**src/rtl/mem_arbiter.sv**
```systemverilog
// Byte-serialising arbiter that shares one byte-wide RAM port between
// instruction fetch and the MEM stage; MEM requests take priority.
module mem_arbiter #(
  parameter int ADDR_W = 32,
  parameter int DATA_W = 32
) (
  input  logic              clk,
  input  logic              rst,
  input  logic              if_req,
  input  logic [ADDR_W-1:0] if_addr,
  output logic [DATA_W-1:0] if_data,
  output logic              if_done,
  input  logic              mem_req,
  input  logic              mem_we,
  input  logic [1:0]        mem_len,
  input  logic [ADDR_W-1:0] mem_addr,
  input  logic [DATA_W-1:0] mem_wdata,
  output logic [DATA_W-1:0] mem_rdata,
  output logic              mem_done,
  output logic              stallreq_if,
  output logic              stallreq_mem,
  output logic [ADDR_W-1:0] ram_addr,
  output logic              ram_we,
  output logic [7:0]        ram_dout,
  input  logic [7:0]        ram_din
);

  typedef enum logic {IDLE, BUSY} state_t;

  state_t            state, state_nxt;
  logic              owner_mem;
  logic [ADDR_W-1:0] base;
  logic [2:0]        nbytes;
  logic              we_q;
  logic [DATA_W-1:0] wdata_q;
  logic [2:0]        cnt;

  logic              accept, accept_mem, accept_if;
  logic              last;
  logic [1:0]        lane;
  logic [DATA_W-1:0] rd_next;

  // The done cycle blocks acceptance so a still-held request is not served twice.
  assign accept     = (state == IDLE) && !if_done && !mem_done;
  assign accept_mem = accept && mem_req;
  assign accept_if  = accept && !mem_req && if_req;

  // Reads need one extra cycle because ram_din lags ram_addr by a cycle.
  assign last = (state == BUSY) && (we_q ? (cnt == nbytes - 3'd1) : (cnt == nbytes));

  assign stallreq_if  = if_req & ~if_done;
  assign stallreq_mem = mem_req & ~mem_done;

  // State register.
  always_ff @(posedge clk or posedge rst) begin
    if (rst) state <= IDLE;
    else     state <= state_nxt;
  end

  // Next-state logic.
  always_comb begin
    // NOTE: every always_comb output gets a default first so no latch is inferred.
    state_nxt = state;
    case (state)
      IDLE:    if (accept_mem || accept_if) state_nxt = BUSY;
      BUSY:    if (last) state_nxt = IDLE;
      default: state_nxt = IDLE;
    endcase
  end

  // RAM port outputs, decoded from registered state only.
  always_comb begin
    ram_addr = '0;
    ram_we   = 1'b0;
    ram_dout = '0;
    if (state == BUSY && cnt < nbytes) begin
      ram_addr = base + ADDR_W'(cnt);
      ram_we   = we_q;
      if (we_q) ram_dout = wdata_q[{cnt[1:0], 3'b000} +: 8];
    end
  end

  // Read assembly: the first captured byte clears the upper lanes (zero-extension).
  assign lane = cnt[1:0] - 2'd1;

  always_comb begin
    rd_next = (cnt == 3'd1) ? '0 : (owner_mem ? mem_rdata : if_data);
    rd_next[{lane, 3'b000} +: 8] = ram_din;
  end

  always_ff @(posedge clk or posedge rst) begin
    if (rst) begin
      // NOTE: sequential state uses non-blocking assignments so all registers update together.
      owner_mem <= 1'b0;
      base      <= '0;
      nbytes    <= '0;
      we_q      <= 1'b0;
      wdata_q   <= '0;
      cnt       <= '0;
      if_data   <= '0;
      mem_rdata <= '0;
      if_done   <= 1'b0;
      mem_done  <= 1'b0;
    end else begin
      if_done  <= 1'b0;
      mem_done <= 1'b0;
      if (accept_mem || accept_if) begin
        owner_mem <= accept_mem;
        base      <= accept_mem ? mem_addr : if_addr;
        nbytes    <= !accept_mem ? 3'd4 : (mem_len == 2'b00) ? 3'd1 :
                     (mem_len == 2'b01) ? 3'd2 : 3'd4;
        we_q      <= accept_mem && mem_we;
        wdata_q   <= mem_wdata;
        cnt       <= '0;
      end else if (state == BUSY) begin
        cnt <= cnt + 3'd1;
        if (!we_q && cnt != 3'd0) begin
          if (owner_mem) mem_rdata <= rd_next;
          else           if_data   <= rd_next;
        end
        if (last) begin
          if (owner_mem) mem_done <= 1'b1;
          else           if_done  <= 1'b1;
        end
      end
    end
  end

endmodule

```
**config.mk**
```make
export PLATFORM = sky130hd
export DESIGN_NAME = mem_arbiter
export DESIGN_NICKNAME = d
export VERILOG_FILES = /design/src/rtl/mem_arbiter.sv
export SDC_FILE = /design/constraint.sdc
export NUM_CORES = 1
export LEC_CHECK = 0
export ABC_CLOCK_PERIOD_IN_PS = 11200
export BUFFER_PORTS_ARGS = -buffer_cell sky130_fd_sc_hd__buf_4
export CAP_MARGIN = 30
export CORE_MARGIN = 8
export CORE_UTILIZATION = 55
export DETAILED_ROUTE_END_ITERATION = 10
export GPL_ROUTABILITY_DRIVEN = 0
export PLACE_DENSITY_LB_ADDON = 0.12
export SETUP_SLACK_MARGIN = 0.1
export SLEW_MARGIN = 10
export SYNTH_ARGS = -nofsm -noshare
export SYNTH_HDL_FRONTEND = slang
export SYNTH_SLANG_ARGS = --single-unit
```
**constraint.sdc**
```tcl
create_clock -name clk -period 11.2 [get_ports clk]
set_input_delay 2.24 -clock clk [delete_from_list [all_inputs] [get_ports clk]]
set_output_delay 2.24 -clock clk [all_outputs]
set_load 0.03 [all_outputs]
```
# [Word-level counts from Yosys, hierarchy flattened]
# Cells that the tools add are included.
[classes] order_cmp=1 bitwise_logic=7 shift=3 reduce_logical=19 eq_ne=4 add_sub_neg=5 muxes=25
[ops] operator="$mux W32" count=4
[ops] operator="$add A32 B3 Y32" count=1
[ops] operator="$bwmux W32" count=1
[ops] operator="$shift A8 B7 Y32 const A" count=1
[ops] operator="$shiftx A32 B6 Y8" count=1
[ops] operator="$shiftx A8 B7 Y32" count=1
[ops] operator="$mux W8" count=2
[ops] operator="$mux W3" count=5
[ops] operator="$mux W1" count=12
[ops] operator="$logic_and A1 B1 Y1" count=9
[ops] operator="$reduce_and A4 Y1" count=2
[ops] operator="$neg A5 Y7" count=1
[ops] operator="$eq A3 B3 Y1" count=2
[ops] operator="$not A1 Y1" count=5
[ops] operator="$logic_not A1 Y1" count=4
[ops] operator="$add A3 B1 Y3 const B" count=1
[ops] operator="$eq A3 B1 Y1 const B" count=1
[ops] operator="$lt A3 B3 Y1" count=1
[ops] operator="$reduce_bool A3 Y1" count=1
[ops] operator="$sub A3 B1 Y3 const B" count=1
[ops] operator="$and A1 B1 Y1" count=2
[ops] operator="$eq A2 B1 Y1 const B" count=1
[ops] operator="$logic_not A2 Y1" count=1
[ops] operator="$pmux W1 S2" count=1
[ops] operator="3 further kinds" count=3
[word_totals] regBits=139 input_bits=111 word_cells=75 out_inout_bits=109

# [Longest topological paths before layout]
[depth] depth_word=8 depth_mapped=9 ltp_nobuf=7

# [Worst setup path after synthesis]
# No wires, ideal clock.
[synth_path] path_type="input-to-output" start="input mem_req" end="output stallreq_mem" path_buffers=1 arrival_time_ps=2932 slack_ps=6028 t_required_ps=8960 stages=3 path_cell_list="inv_1 clkbuf_1 nor2_1"
[synth_via] elab_chain_cells=1
[synth_rtl] element="start, declared" line="13" rtl="input logic mem_req,"
[synth_rtl] element="$and A1 B1 Y1" line="52" rtl="assign stallreq_mem = mem_req & ~mem_done;"
[synth_rtl] element="end, declared" line="21" rtl="output logic stallreq_mem,"
# Every way passes these cells.

# [Worst setup path after layout]
[layout_path] start="register cnt[1]" end="output ram_addr[26]"
[layout_via] elab_chain_cells=3 word_cells_on_any_way=4 cone_classes="1 x add/sub; 1 x order compare; 1 x mux; 1 x reduce/logical"
[layout_rtl] element="start, declared" line="36" rtl="logic [2:0] cnt;"
[layout_rtl] element="start signal, assigned" line="116" rtl="cnt <= cnt + 3'd1;"
[layout_rtl] element="branches (longest 2 deep; another with $add A32 B3 Y32)"
[layout_rtl] element="$mux W32 (*)" line="76" rtl="if (state == BUSY && cnt < nbytes) begin"
[layout_rtl] element="end, declared" line="22" rtl="output logic [ADDR_W-1:0] ram_addr,"
# Mark *: on every way between the ends.

==> impl_metrics.ini <==
[synthesis]
syn_area_per_cell_um2 = 9.081
synthArstFlopShare = 1.000
synth_compound_area_frac = 0.1807
synth_top_family_by_area = simple AND/OR/NAND/NOR gates
synth_cell_types = 48
yosys_warnings = 0
syn-num-nets = 927
syn-instance-count = 802
synth_xor_area_frac = 0.01890
synth_top_area_cell = dfrtp_1
synthSimpleGateAreaFrac = 0.1869
yosys.area_share.adder = 0.02508
synth_edf_count = 0
yosys_register_bits = 139
seq_area_frac_synth = 0.4776
yosys-top-cells-area = dfrtp_1 48%, nand2_1 8.8%, o21ai_0 5.2%, mux2i_1 4.7%, a21oi_1 4.1%
synthMuxAreaShare = 0.07147
synthFlopType = dfrtp_1
netlist_area_um2 = 7283
synth_top_area_share = 0.4776

[setup_path]
arrival_ps = 3550
crit_type = register to primary output
crit_fanout = 16
r2r-end = if_data[27]$_DFFE_PP0P_
reg2reg_from = cnt[1]$_DFFE_PP0P_
max_stage_delay_ps = 760
cpLargestDelayFamily = simple AND/OR/NAND/NOR gates
worstPathRequired_ps = 8960
critical-path-slowest-cell = dfrtp_1
cp-start-kind = register
r2r_cells = 5
path_buf_inv = 2
r2r_slack_ps = 8500
end_kind = primary output
cp_cell_sequence = inv_1 > fa_1 > nor2b_1 > o21ai_1 > nor4_1 > mux2i_1 > buf_4

[floorplanning]
dieArea_um2 = 17180
fp.coreArea_um2 = 13090
die_x_um = 131.1
ios = 220
rows = 42
start_util = 0.5566
die_h_um = 131.1

[clock_tree]
clk_pin_slew_ps = 50
ctsHoldBuffers = 0
cts_made_buffers = 17
cts_tree = done
postCtsSetupRepairBufs = 0
htreeDepth = 4
cts_buffer_depth = 2
cts.sinks = 139
cts.repair.resized = 0
root_buffer = clkbuf_16
clock_latency_ps = 420

[sta]
hold_viol = 0
whs_ps = 469.5
rsz0062_at_grt = false
setup_slack_ps = 5414
slew_headroom = 0.4493
clock_skew_ps = 9.397
tightest_slew_ps = 823.9
setup_violations = 0
finalCriticalPeriod_ps = 5786
fmax_mhz = 172.8
slew_viol_final = 0
setup-tns-final_ps = 0
period_share = 0.5166

[global_route]
grt_pass1_wl_um = 33740
grt_max_degree = 91
overflow = 0
grt_pass1_vias = 6555
track_usage = 0.2530
antenna_found_initial = 1

[routing]
vias = 6696
dr.pass1.iters = 6
antenna_left = 0
wl_per_cell_um = 18.03
drc = 0
first_iter_violations = 582
drt-total-wl_um = 21400
via_per_inst = 5.641

[min_path]
hold_depth = 2
hp-class = register to register
min_from = wdata_q[12]$_DFFE_PP0P_
worstHoldEndpoint = wdata_q[12]$_DFFE_PP0P_

[layout]
drive_gt1_frac = 0.2740
syn_to_final_growth_pct = 33.86
nNetsFinal = 1123
n_antenna_cell = 0

[pwr]
power_per_cell_area_nw_per_um2 = 346.6
vdd_ir_drop_max_mv = 0.1854
p_leak_nw = 4.641

[place]
place_ws_ps = 5554
io_buffer_count = 219
dp_hpwl_um = 15080

[flow_run]
drv_cap = 0

[outcome]
run_status = finished, final reports clean
## how the worst max path moves through the flow
stage                        from                  end  slack, ps  cells after the start
2_1_floorplan                 rst  base[0]$_DFFE_PP0P_       5240                      1
3_3_place_gp              mem_req         stallreq_mem       5540                      4
3_5_place_dp              mem_req         stallreq_mem       5550                      4
4_1_cts        cnt[0]$_DFFE_PP0P_         ram_addr[28]       5130                      8
5_1_grt        cnt[1]$_DFFE_PP0P_         ram_addr[28]       5130                      7
6_report       cnt[1]$_DFFE_PP0P_         ram_addr[26]       5410                      7
## Yosys cell counts, types with 6 or more instances
library cell,n
nor2b_1,12
ha_1,13
or4_1,9
dfrtp_1,139
nand2_1,171
clkbuf_1,38
a2bb2oi_1,24
nand2b_1,6
inv_1,16
o31ai_1,10
nor2_1,59
buf_2,13
o22ai_1,27
nand4_1,8
xor2_1,8
or3_1,7
a21oi_1,59
mux2i_1,34
o21ai_0,75
mux4_2,8
and3_1,7
## cells in the final DEF, fill, tap and decap left out, types with 7 or more instances in the layout
cell / synthesis / routed
or3_1: 7 / 7
a2bb2oi_1: 24 / 24
o31ai_1: 10 / 10
a21oi_1: 59 / 59
or4_1: 9 / 9
nand4_1: 8 / 8
nor2b_1: 12 / 12
and3_1: 7 / 7
inv_1: 16 / 15
buf_4: 1 / 224
o22ai_1: 27 / 27
mux2i_1: 34 / 34
o21ai_0: 75 / 75
mux4_2: 8 / 8
clkbuf_16: 0 / 17
dfrtp_1: 139 / 138
nand2_1: 171 / 171
ha_1: 13 / 13
xor2_1: 8 / 8
nor2_1: 59 / 59
## layer usage
metal  vias up  track usage  share of wire
li1       3226            -              -
met1      3179       0.3335           0.42
met2       256       0.3993           0.48
met3        33      0.06068          0.090
met4         2      0.09115          0.016
met5         -            0        0.00061
## cell families (layout without fill, tap and decap cells)
group,after synthesis,in the layout
compound gates,218,218
xor+xnor,14,14
fa+ha+maj,14,14
buf+inv,71,280
flops,139,139
mux,42,42
simple gates,304,304
## worst reg2reg max path: cells and delay by family (launching register included)
kind,cells,cell delay [ps]
AOI/OAI and AO/OA,2,440
adders and majority gates,1,400
buffers and inverters,1,250
DFF,1,760
and+or+nand+nor,1,750
## sequential cells by signal (all words and copies together) (netlist names)
signal / cells
wdata_q: 32
mem_done: 1
owner_mem: 1
cnt: 3
state: 1
nbytes: 3
we_q: 1
if_done: 1
if_data: 32
mem_rdata: 32
base: 32
## final cells by class
cell class	instances	area (um2)
clock buffer	22	464.2
multi-input combinational	592	3542
clock inverter	10	138.9
tap	176	220.2
sequential	139	3480
inverter	16	65.06
timing repair buffer	232	1839
fill	1008	3336
## where the power goes
group	leakage [nW]	internal, mW	switching, mW	total (mW)
sequential	1.71	0.742	0.233	0.976
clock	0.294	0.362	0.211	0.573
combinational	2.64	0.732	1.10	1.83
total	4.64	1.84	1.54	3.38
## stage by stage
step	cells	total power [mW]	util	cell area, um2
CTS	1181	3.357	0.7367	9639
detailed placement	1149	2.778	0.6906	9036
floorplan	802	2.181	-	7283
global route	1187	3.613	0.7451	9749
finish	1187	3.379	0.7451	9749
global placement	1147	2.730	0.6869	8989
(Power assumes the default switching activity.)
